<file path="config.mk">
export PLATFORM = sky130hd
export DESIGN_NAME = multicycle_ctrl
export DESIGN_NICKNAME = d
export VERILOG_FILES = /design/src/rtl/pipes_pkg.sv /design/src/rtl/instr_decode.sv /design/src/rtl/multicycle_ctrl.sv
export SDC_FILE = /design/constraint.sdc
export NUM_CORES = 1
export LEC_CHECK = 0
export CAP_MARGIN = 20
export CORE_MARGIN = 3
export CORE_UTILIZATION = 49
export CTS_CLUSTER_SIZE = 8
export DETAILED_ROUTE_END_ITERATION = 16
export GPL_ROUTABILITY_DRIVEN = 0
export GPL_TIMING_DRIVEN = 1
export PLACE_DENSITY = 0.95
export SLEW_MARGIN = 10
export SYNTH_ARGS = -nofsm -noshare
export SYNTH_HDL_FRONTEND = slang
export SYNTH_SLANG_ARGS = --single-unit
</file>
<file path="constraint.sdc">
create_clock -name clk -period 4.7 [get_ports clk]
set_input_delay 0.47 -clock clk [delete_from_list [all_inputs] [get_ports clk]]
set_output_delay 0.47 -clock clk [all_outputs]
set_load 0.02 [all_outputs]
</file>
<file path="src/rtl/pipes_pkg.sv">
// Shared encodings for the multicycle controller: FSM states, ALU operations,
// PC source select, instruction classes and the opcode/funct constants.
package pipes;

  typedef enum logic [2:0] {
    ST_FETCH  = 3'd0,
    ST_DECODE = 3'd1,
    ST_EXEC   = 3'd2,
    ST_MEM    = 3'd3,
    ST_WB     = 3'd4
  } ctrl_state_t;

  typedef enum logic [2:0] {
    ALU_ADD = 3'd0,
    ALU_SUB = 3'd1,
    ALU_AND = 3'd2,
    ALU_OR  = 3'd3,
    ALU_SLT = 3'd4
  } alu_op_t;

  typedef enum logic [2:0] {
    CLS_NOP     = 3'd0,
    CLS_RTYPE   = 3'd1,
    CLS_ADDI    = 3'd2,
    CLS_LW      = 3'd3,
    CLS_SW      = 3'd4,
    CLS_BEQ     = 3'd5,
    CLS_J       = 3'd6,
    CLS_ILLEGAL = 3'd7
  } instr_class_t;

  localparam logic [1:0] PC_SRC_SEQ    = 2'd0;
  localparam logic [1:0] PC_SRC_BRANCH = 2'd1;
  localparam logic [1:0] PC_SRC_JUMP   = 2'd2;

  localparam logic [5:0] OP_RTYPE = 6'b000000;
  localparam logic [5:0] OP_ADDI  = 6'b001000;
  localparam logic [5:0] OP_LW    = 6'b100011;
  localparam logic [5:0] OP_SW    = 6'b101011;
  localparam logic [5:0] OP_BEQ   = 6'b000100;
  localparam logic [5:0] OP_J     = 6'b000010;

  localparam logic [5:0] FN_ADD = 6'b100000;
  localparam logic [5:0] FN_SUB = 6'b100010;
  localparam logic [5:0] FN_AND = 6'b100100;
  localparam logic [5:0] FN_OR  = 6'b100101;
  localparam logic [5:0] FN_SLT = 6'b101010;

endpackage

</file>
<file path="src/rtl/instr_decode.sv">
// Purely combinational decode of the latched instruction word into an
// instruction class and the ALU operation it needs in EXEC.
import pipes::*;

module instr_decode (
  input  logic [31:0] ir,
  output logic [2:0]  iclass,
  output logic [2:0]  alu_op
);

  logic [5:0] w_opcode;
  logic [5:0] w_funct;

  assign w_opcode = ir[31:26];
  assign w_funct  = ir[5:0];

  // An all-zero word is a NOP even though it looks like an R-type with funct 0.
  always_comb begin
    iclass = CLS_ILLEGAL;
    alu_op = ALU_ADD;
    if (ir == 32'd0) begin
      iclass = CLS_NOP;
    end else begin
      case (w_opcode)
        OP_RTYPE: begin
          case (w_funct)
            FN_ADD: begin iclass = CLS_RTYPE; alu_op = ALU_ADD; end
            FN_SUB: begin iclass = CLS_RTYPE; alu_op = ALU_SUB; end
            FN_AND: begin iclass = CLS_RTYPE; alu_op = ALU_AND; end
            FN_OR:  begin iclass = CLS_RTYPE; alu_op = ALU_OR;  end
            FN_SLT: begin iclass = CLS_RTYPE; alu_op = ALU_SLT; end
            default: iclass = CLS_ILLEGAL;
          endcase
        end
        OP_ADDI: iclass = CLS_ADDI;
        OP_LW:   iclass = CLS_LW;
        OP_SW:   iclass = CLS_SW;
        OP_BEQ:  begin iclass = CLS_BEQ; alu_op = ALU_SUB; end
        OP_J:    iclass = CLS_J;
        default: iclass = CLS_ILLEGAL;
      endcase
    end
  end

endmodule

</file>
<file path="src/rtl/multicycle_ctrl.sv">
// Multicycle FETCH/DECODE/EXEC/MEM/WB controller for a small MIPS-like core.
// Control outputs are Moore functions of state and ir; pc_we and the final
// retire of a handshake state also follow the handshake/zero inputs.
import pipes::*;

module multicycle_ctrl (
  input  logic        clk,
  input  logic        reset,
  output logic        ireq,
  input  logic        idata_ok,
  input  logic [31:0] idata,
  output logic        dreq,
  output logic        dwe,
  input  logic        ddata_ok,
  input  logic        alu_zero,
  output logic [31:0] ir,
  output logic        pc_we,
  output logic [1:0]  pc_src,
  output logic [2:0]  alu_op,
  output logic        alu_srcb,
  output logic        reg_we,
  output logic        reg_dst,
  output logic        mem_to_reg,
  output logic [2:0]  state,
  output logic        retire,
  output logic        illegal,
  output logic [31:0] retired_cnt
);

  ctrl_state_t r_state;
  ctrl_state_t w_next;
  logic [31:0] r_ir;
  logic [31:0] r_retiredCnt;

  logic [2:0]  w_class;
  logic [2:0]  w_decAluOp;

  logic        w_ireq;
  logic        w_dreq;
  logic        w_dwe;
  logic        w_pcWe;
  logic [1:0]  w_pcSrc;
  logic [2:0]  w_aluOp;
  logic        w_aluSrcb;
  logic        w_regWe;
  logic        w_regDst;
  logic        w_memToReg;
  logic        w_retire;
  logic        w_illegal;

  instr_decode u_decode (
    .ir     (r_ir),
    .iclass (w_class),
    .alu_op (w_decAluOp)
  );

  always_comb begin
    w_next     = r_state;
    w_ireq     = 1'b0;
    w_dreq     = 1'b0;
    w_dwe      = 1'b0;
    w_pcWe     = 1'b0;
    w_pcSrc    = PC_SRC_SEQ;
    w_aluOp    = ALU_ADD;
    w_aluSrcb  = 1'b0;
    w_regWe    = 1'b0;
    w_regDst   = 1'b0;
    w_memToReg = 1'b0;
    w_retire   = 1'b0;
    w_illegal  = 1'b0;
    case (r_state)
      // A response in the first request cycle completes the fetch at once.
      ST_FETCH: begin
        w_ireq = 1'b1;
        if (idata_ok) begin
          w_pcWe = 1'b1;
          w_next = ST_DECODE;
        end
      end
      ST_DECODE: begin
        case (w_class)
          CLS_J: begin
            w_pcWe   = 1'b1;
            w_pcSrc  = PC_SRC_JUMP;
            w_retire = 1'b1;
            w_next   = ST_FETCH;
          end
          CLS_NOP: begin
            w_retire = 1'b1;
            w_next   = ST_FETCH;
          end
          CLS_ILLEGAL: begin
            w_illegal = 1'b1;
            w_next    = ST_FETCH;
          end
          default: w_next = ST_EXEC;
        endcase
      end
      ST_EXEC: begin
        w_aluOp = w_decAluOp;
        case (w_class)
          CLS_RTYPE: w_next = ST_WB;
          CLS_ADDI: begin
            w_aluSrcb = 1'b1;
            w_next    = ST_WB;
          end
          CLS_LW, CLS_SW: begin
            w_aluSrcb = 1'b1;
            w_next    = ST_MEM;
          end
          CLS_BEQ: begin
            w_pcSrc  = PC_SRC_BRANCH;
            w_pcWe   = alu_zero;
            w_retire = 1'b1;
            w_next   = ST_FETCH;
          end
          default: w_next = ST_FETCH;
        endcase
      end
      ST_MEM: begin
        w_dreq = 1'b1;
        w_dwe  = (w_class == CLS_SW);
        if (ddata_ok) begin
          if (w_class == CLS_SW) begin
            w_retire = 1'b1;
            w_next   = ST_FETCH;
          end else begin
            w_next = ST_WB;
          end
        end
      end
      ST_WB: begin
        w_regWe    = 1'b1;
        w_regDst   = (w_class == CLS_RTYPE);
        w_memToReg = (w_class == CLS_LW);
        w_retire   = 1'b1;
        w_next     = ST_FETCH;
      end
      default: w_next = ST_FETCH;
    endcase
  end

  always_ff @(posedge clk or posedge reset) begin
    if (reset) begin
      r_state      <= ST_FETCH;
      r_ir         <= 32'd0;
      r_retiredCnt <= 32'd0;
    end else begin
      r_state <= w_next;
      if (r_state == ST_FETCH && idata_ok) begin
        r_ir <= idata;
      end
      if (w_retire) begin
        r_retiredCnt <= r_retiredCnt + 32'd1;
      end
    end
  end

  // While reset is held the FSM sits in FETCH, so gate every output to keep
  // the bus quiet instead of advertising a fetch request.
  assign ireq        = w_ireq & ~reset;
  assign dreq        = w_dreq & ~reset;
  assign dwe         = w_dwe & ~reset;
  assign pc_we       = w_pcWe & ~reset;
  assign pc_src      = reset ? PC_SRC_SEQ : w_pcSrc;
  assign alu_op      = reset ? ALU_ADD : w_aluOp;
  assign alu_srcb    = w_aluSrcb & ~reset;
  assign reg_we      = w_regWe & ~reset;
  assign reg_dst     = w_regDst & ~reset;
  assign mem_to_reg  = w_memToReg & ~reset;
  assign retire      = w_retire & ~reset;
  assign illegal     = w_illegal & ~reset;
  assign state       = r_state;
  assign ir          = r_ir;
  assign retired_cnt = r_retiredCnt;

endmodule

</file>
==> results of run 1 <==
==> cell usage after synthesis, drive strengths merged (2+ instances only) <==
master	n
dfrtp	67
mux2	31
xor2	25
nor2	21
nor4	21
nand2	19
nor3	19
nand3	14
inv	9
nand4	9
clkbuf	7
xnor2	6
buf	5
nor2b	5
nor4b	5
a31oi	4
nand2b	4
o21ai	4
and3	3
nor3b	3
or2	3
or3	3
or4	3
a2111oi	2
a211oi	2
a21oi	2
or4b	2
==> kinds of logic after synthesis <==
kind of cell,count (synthesis)
muxes,31
buffers and inverters,21
adders and majority gates,1
DFF,67
xor gates and xnor gates,31
and+or+nand+nor,137
AOI/OAI and AO/OA,19
==> stage by stage <==
| stage | cell area [um2] | power, mW | util | cells | worst slack (ns) |
|---|---|---|---|---|---|
| 2_1_floorplan | 3390 | 1.18 | - | 307 | 1.35 |
| 3_3_place_gp | 4630 | 1.49 | 0.709 | 493 | 1.42 |
| 3_5_place_dp | 4630 | 1.52 | 0.709 | 493 | 1.28 |
| 4_1_cts | 4810 | 1.99 | 0.737 | 507 | 0.989 |
| 5_1_grt | 4810 | 2.07 | 0.737 | 507 | 0.851 |
| 6_report | 4810 | 1.98 | 0.737 | 507 | 0.998 |
==> sequential cells by signal, summed over array words and instances, names as in the netlist <==
signal and flops:
ir 32, retired_cnt 32, state 3
==> layout make-up <==
class | count | area [um2] | area share
Tap cell | 77 | 96.3 | 0.0200
Clock inverter | 3 | 40.0 | 0.00832
Multi-Input combinational cell | 219 | 1620 | 0.337
Clock buffer | 11 | 141 | 0.0294
Timing Repair Buffer | 121 | 1200 | 0.250
Sequential cell | 67 | 1680 | 0.348
Inverter | 9 | 33.8 | 0.00702
==> worst max-delay path, stage by stage, from the launching register on <==
cell	delay (ns)
dfrtp_1	0.47
or4b_1	0.64
a31oi_4	0.26
or4_4	0.19
a21oi_2	0.06
nor4_4	0.28
buf_4	0.38
nor2_1	0.08
clkdlybuf4s50_1	0.55
==> path summary, 6_finish.rpt <==
path / end / depth (start not counted) / start
setup / recovery: retire / 8 / ir[26]$_DFFE_PP0P_
hold / removal: retired_cnt[25]$_DFFE_PP0P_ / 1 / retired_cnt[25]$_DFFE_PP0P_
setup reg to reg: retired_cnt[1]$_DFFE_PP0P_ / 7 / ir[26]$_DFFE_PP0P_
hold reg to reg: retired_cnt[25]$_DFFE_PP0P_ / 1 / retired_cnt[25]$_DFFE_PP0P_
max in group asynchronous: ir[26]$_DFFE_PP0P_ / 3 / reset
min in group asynchronous: ir[30]$_DFFE_PP0P_ / 3 / reset
==> power breakdown <==
part           internal [mW]  switching, mW  total, mW
combinational          0.352          0.344      0.696
sequential             0.682          0.145      0.827
clock                  0.252          0.206      0.458
==> metal layers <==
| metal | up-vias | part of all wire | global-route usage |
|---|---|---|---|
| met5 | - | 0 | 0 |
| met4 | 0 | 0.026 | 0.111 |
| met3 | 30 | 0.065 | 0.0424 |
| met2 | 146 | 0.51 | 0.412 |
| met1 | 1507 | 0.40 | 0.310 |
| li1 | 1365 | - | - |
==> results.py, run 1 <==
metrics = {
    "status": {
        "status": "completed",
    },
    "cts": {
        "cts.htree.levels": 3,
        "clock_sinks": 67,
        "ctsResizeCount": 0,
        "cts.clk_slew.worst_paths_ns": 0.07,
        "cts_tree": "done",
        "clockBufferDepth": 2,
        "post_cts_buffers": 0,
        "cts_hold_buf": 0,
        "cts_buffers": 9,
        "clock-root-buffer": "clkbuf_8",
        "clock_insertion_delay_worst_skew_ns": 0.33,
    },
    "timing": {
        "period_share": 0.788,
        "fmax_ghz": 0.270,
        "finClkSkew_ns": 0.00653,
        "setup_tns_ns": 0,
        "worst_slew_pin_slew_ns": 0.839,
        "hold_viol": 0,
        "rsz0062_at_grt": "false",
        "drv_slew": 0,
        "slew_headroom": 0.440,
        "period_needed_ns": 3.70,
        "setup_violations": 0,
        "hold_ws_ns": 0.499,
    },
    "synthesis": {
        "synthXorXnorAreaFrac": 0.0802,
        "synth.area.mux_share": 0.103,
        "synthArstFlopShare": 1.00,
        "synthAdderAreaFrac": 0.00370,
        "synth-simple-area-share": 0.246,
        "syn_nets": 345,
        "syn_avg_cell_area_um2": 11.0,
        "syn_area_um2": 3390,
        "yosysTopAreaCell": "dfrtp_1",
        "ys_seq_area_frac": 0.495,
        "synth_compound_area_frac": 0.0440,
        "yosys_most_used_dff": "dfrtp_1",
        "ys_ff_latch": 67,
        "synth_cell_types": 47,
        "synthCells": 307,
        "synth_edf_count": 0,
        "synth_warnings": 0,
        "synth_top_family_by_area": "simple AND/OR/NAND/NOR gates",
        "synth.area.top_cells": "dfrtp_1 50%, mux2_2 10%, xor2_1 6.5%",
        "yosys.area.top_type_share": 0.495,
    },
    "worst_setup_path": {
        "critPathCaptureType": "output port",
        "required_ns": 4.23,
        "path_class": "flip-flop to output port",
        "r2r_slack_ns": 1.95,
        "critPathLaunchType": "flip-flop",
        "cp_max_fo": 33,
        "cp.arrival_ns": 3.23,
    },
    "hold_path": {
        "hold_class": "flip-flop to flip-flop",
    },
    "global_route": {
        "antenna_found_initial": 0,
        "grt_max_degree": 68,
        "track_usage": 0.245,
        "grt_pass1_vias": 3063,
        "grt_overflow_total": 0,
        "grt_pass1_wl_um": 14900,
    },
    "routing": {
        "route.detailed.drc": 0,
        "wl_per_cell_um": 18.7,
        "final_antenna_net_count": 0,
        "wl_um": 9480,
        "first_iter_violations": 246,
        "dr_total_vias": 3048,
        "viasPerCell": 6.01,
        "firstDrtPassIters": 5,
    },
    "placement": {
        "post-dp-hpwl_um": 6690,
        "port_buffers": 118,
    },
    "floorplanning": {
        "initial_core_util": 0.518,
        "core_area_um2": 6530,
        "die_area_um2": 7940,
        "dieWidth_um": 89.1,
        "io_pins": 119,
        "rows": 29,
        "die_h_um": 89.1,
    },
    "pwr": {
        "p_per_area_nw_per_um2": 412,
        "ir_worst_vdd_mv": 0.288,
        "leakagePower_nw": 1.99,
    },
    "cells_and_area": {
        "layout.nets": 465,
        "layout_commonest_cell": "clkdlybuf4s50_1",
        "drive_gt1_frac": 0.147,
        "fillers": 452,
        "layout_common_cells": "118 x clkdlybuf4s50_1, 67 x dfrtp_1, 30 x mux2_2, 25 x xor2_1, 21 x nor2_1",
        "area_growth_pct": 42.2,
        "diodes": 0,
    },
    "flow_run": {
        "cap_viol_max_count": 0,
    },
}
No activity file was read; power rests on OpenSTA's default activity.
==> run 2, diff against run 1 <==
--- a/config.mk
+++ b/config.mk
@@ -7,12 +7,12 @@
 export LEC_CHECK = 0
 export CAP_MARGIN = 20
 export CORE_MARGIN = 3
-export CORE_UTILIZATION = 49
+export CORE_UTILIZATION = 41
 export CTS_CLUSTER_SIZE = 8
 export DETAILED_ROUTE_END_ITERATION = 16
 export GPL_ROUTABILITY_DRIVEN = 0
 export GPL_TIMING_DRIVEN = 1
-export PLACE_DENSITY = 0.95
+export PLACE_DENSITY = 0.86
 export SLEW_MARGIN = 10
 export SYNTH_ARGS = -nofsm -noshare
 export SYNTH_HDL_FRONTEND = slang
==> constraint.sdc (replaced) <==
create_clock -name clk -period 3.2 [get_ports clk]
set_input_delay 0.32 -clock clk [delete_from_list [all_inputs] [get_ports clk]]
set_output_delay 0.32 -clock clk [all_outputs]
set_load 0.02 [all_outputs]
==> run 2 against run 1 <==
  * Count of clock-buffer cells in the layout is 1 lower
  * Non-clock buffer count is 6 higher
  * Worst hold slack worse by 0.017 ns
  * Setup slack worse by 0.80 ns
  * Final area is 2.0% higher
  * Final cell count is 6.3% higher
  * Clock skew is 0.0063 ns higher
  * Via count is 5.8% lower
  * Clock power is 50% higher
  * Critical path type unchanged
  * Largest cell class unchanged
  * Highest routed layer unchanged
==> results.py, run 2 (synthesis results as in run 1) <==
metrics = {
    "routing": {
        "final_antenna_net_count": 0,
        "first_iter_violations": 98,
        "viasPerCell": 5.32,
        "firstDrtPassIters": 4,
        "route.detailed.drc": 0,
        "dr_total_vias": 2870,
        "wl_um": 8920,
        "wl_per_cell_um": 16.5,
    },
    "worst_setup_path": {
        "critPathLaunchType": "flip-flop",
        "required_ns": 2.88,
        "critPathCaptureType": "output port",
        "crit_path_max_incr_delay_ns": 0.66,
        "crit_family": "simple AND/OR/NAND/NOR gates",
        "path_class": "flip-flop to output port",
        "cp.arrival_ns": 2.68,
        "critical_path_buf_inv_count": 2,
        "cp_cell_sequence": "or4_1 > nor2_1 > a211oi_1 > buf_4 > nor4_1 > clkdlybuf4s50_1",
        "slowest_stage": "clkdlybuf4s50_1",
        "cp_max_fo": 10,
    },
    "global_route": {
        "grt_overflow_total": 0,
        "track_usage": 0.191,
        "grt_pass1_wl_um": 14700,
        "antenna_found_initial": 0,
        "grt_max_degree": 68,
        "grt_pass1_vias": 2940,
    },
    "cts": {
        "clock_insertion_delay_worst_skew_ns": 0.33,
        "clockBufferDepth": 2,
        "clock_sinks": 67,
        "cts_tree": "done",
        "cts.htree.levels": 3,
        "cts_buffers": 9,
        "clock-root-buffer": "clkbuf_8",
        "cts.clk_slew.worst_paths_ns": 0.07,
    },
    "timing": {
        "finClkSkew_ns": 0.0128,
        "worst_slew_pin_slew_ns": 0.849,
        "drv_slew": 0,
        "setup_violations": 0,
        "slew_headroom": 0.434,
        "hold_viol": 0,
        "fmax_ghz": 0.333,
        "hold_ws_ns": 0.482,
        "rsz0062_at_grt": "false",
        "setup_tns_ns": 0,
        "period_share": 0.938,
        "period_needed_ns": 3.00,
    },
    "placement": {
        "dp_cells": 524,
        "port_buffers": 118,
        "post-dp-hpwl_um": 6650,
    },
    "pwr": {
        "p_per_area_nw_per_um2": 593,
        "leakagePower_nw": 2.09,
        "ir_worst_vdd_mv": 0.423,
    },
    "cells_and_area": {
        "drive_gt1_frac": 0.167,
        "final_cells": 539,
        "layout_commonest_cell": "clkdlybuf4s50_1",
        "area_growth_pct": 45.1,
        "layout.nets": 471,
        "fillers": 644,
        "final_util": 0.623,
        "layout_common_cells": "114 x clkdlybuf4s50_1, 66 x dfrtp_1, 30 x mux2_2, 25 x xor2_1, 21 x nor2_1",
        "diodes": 0,
        "seqCellArea_um2": 1680,
        "multi_input_area_um2": 1630,
    },
    "status": {
        "status": "completed",
    },
    "hold_path": {
        "hold_class": "flip-flop to flip-flop",
    },
    "floorplanning": {
        "rows": 32,
        "dieWidth_um": 96.9,
        "core_area_um2": 7890,
        "die_h_um": 96.9,
        "die_area_um2": 9380,
        "io_pins": 119,
        "initial_core_util": 0.429,
    },
    "flow_run": {
        "cap_viol_max_count": 0,
    },
}
run 2: path summary, 6_finish.rpt:
kind                                             start                          end  slack [ns]  cells past startpoint
min                        retired_cnt[31]$_DFFE_PP0P_  retired_cnt[31]$_DFFE_PP0P_        0.48                      1
min in group asynchronous                        reset           ir[30]$_DFFE_PP0P_        0.76                      4
max                                 ir[29]$_DFFE_PP0P_                      illegal        0.20                      6
max reg2reg                         ir[26]$_DFFE_PP0P_   retired_cnt[1]$_DFFE_PP0P_        0.46                      7
max in group asynchronous                        reset           ir[31]$_DFFE_PP0P_        1.85                      4
min reg2reg                retired_cnt[31]$_DFFE_PP0P_  retired_cnt[31]$_DFFE_PP0P_        0.48                      1
run 2: power breakdown:
group          leakage (nW)  switching (mW)  internal (mW)
Sequential            0.843           0.192           1.00
Clock                 0.102           0.311          0.374
Combinational          1.15           0.508          0.528
run 2: metal layers:
layer | vias up | GRT usage | share of wire
li1 | 1368 | - | -
met1 | 1409 | 0.242 | 0.43
met2 | 88 | 0.332 | 0.52
met3 | 5 | 0.0339 | 0.043
met4 | 0 | 0.0562 | 0.0081
met5 | - | 0 | 0
run 2: timing repair:
action / 4_1_cts / 5_1_grt
hold buffers: 0 / 0
endpoints found under the setup margin: 1 / 3
gates resized for setup: 1 / 5
pin swaps: 0 / 0
buffers inserted: 0 / 0
run 2: final cells by class:
cell class,count,share of cell area
Multi-Input combinational cell,219,0.331
Clock buffer,10,0.0280
Clock inverter,5,0.0110
Timing Repair Buffer,127,0.255
Sequential cell,67,0.342
Inverter,9,0.00688
Tap cell,102,0.0260
run 2: metrics by stage:
step | setup slack [ns] | instance area (um2) | total power [mW]
floorplan | 0.148 | 3390 | 1.74
global placement | 0.328 | 4710 | 2.21
detailed placement | 0.260 | 4710 | 2.24
CTS | 0.00905 | 4900 | 2.94
global route | 0.0493 | 4910 | 3.06
finish | 0.199 | 4910 | 2.91
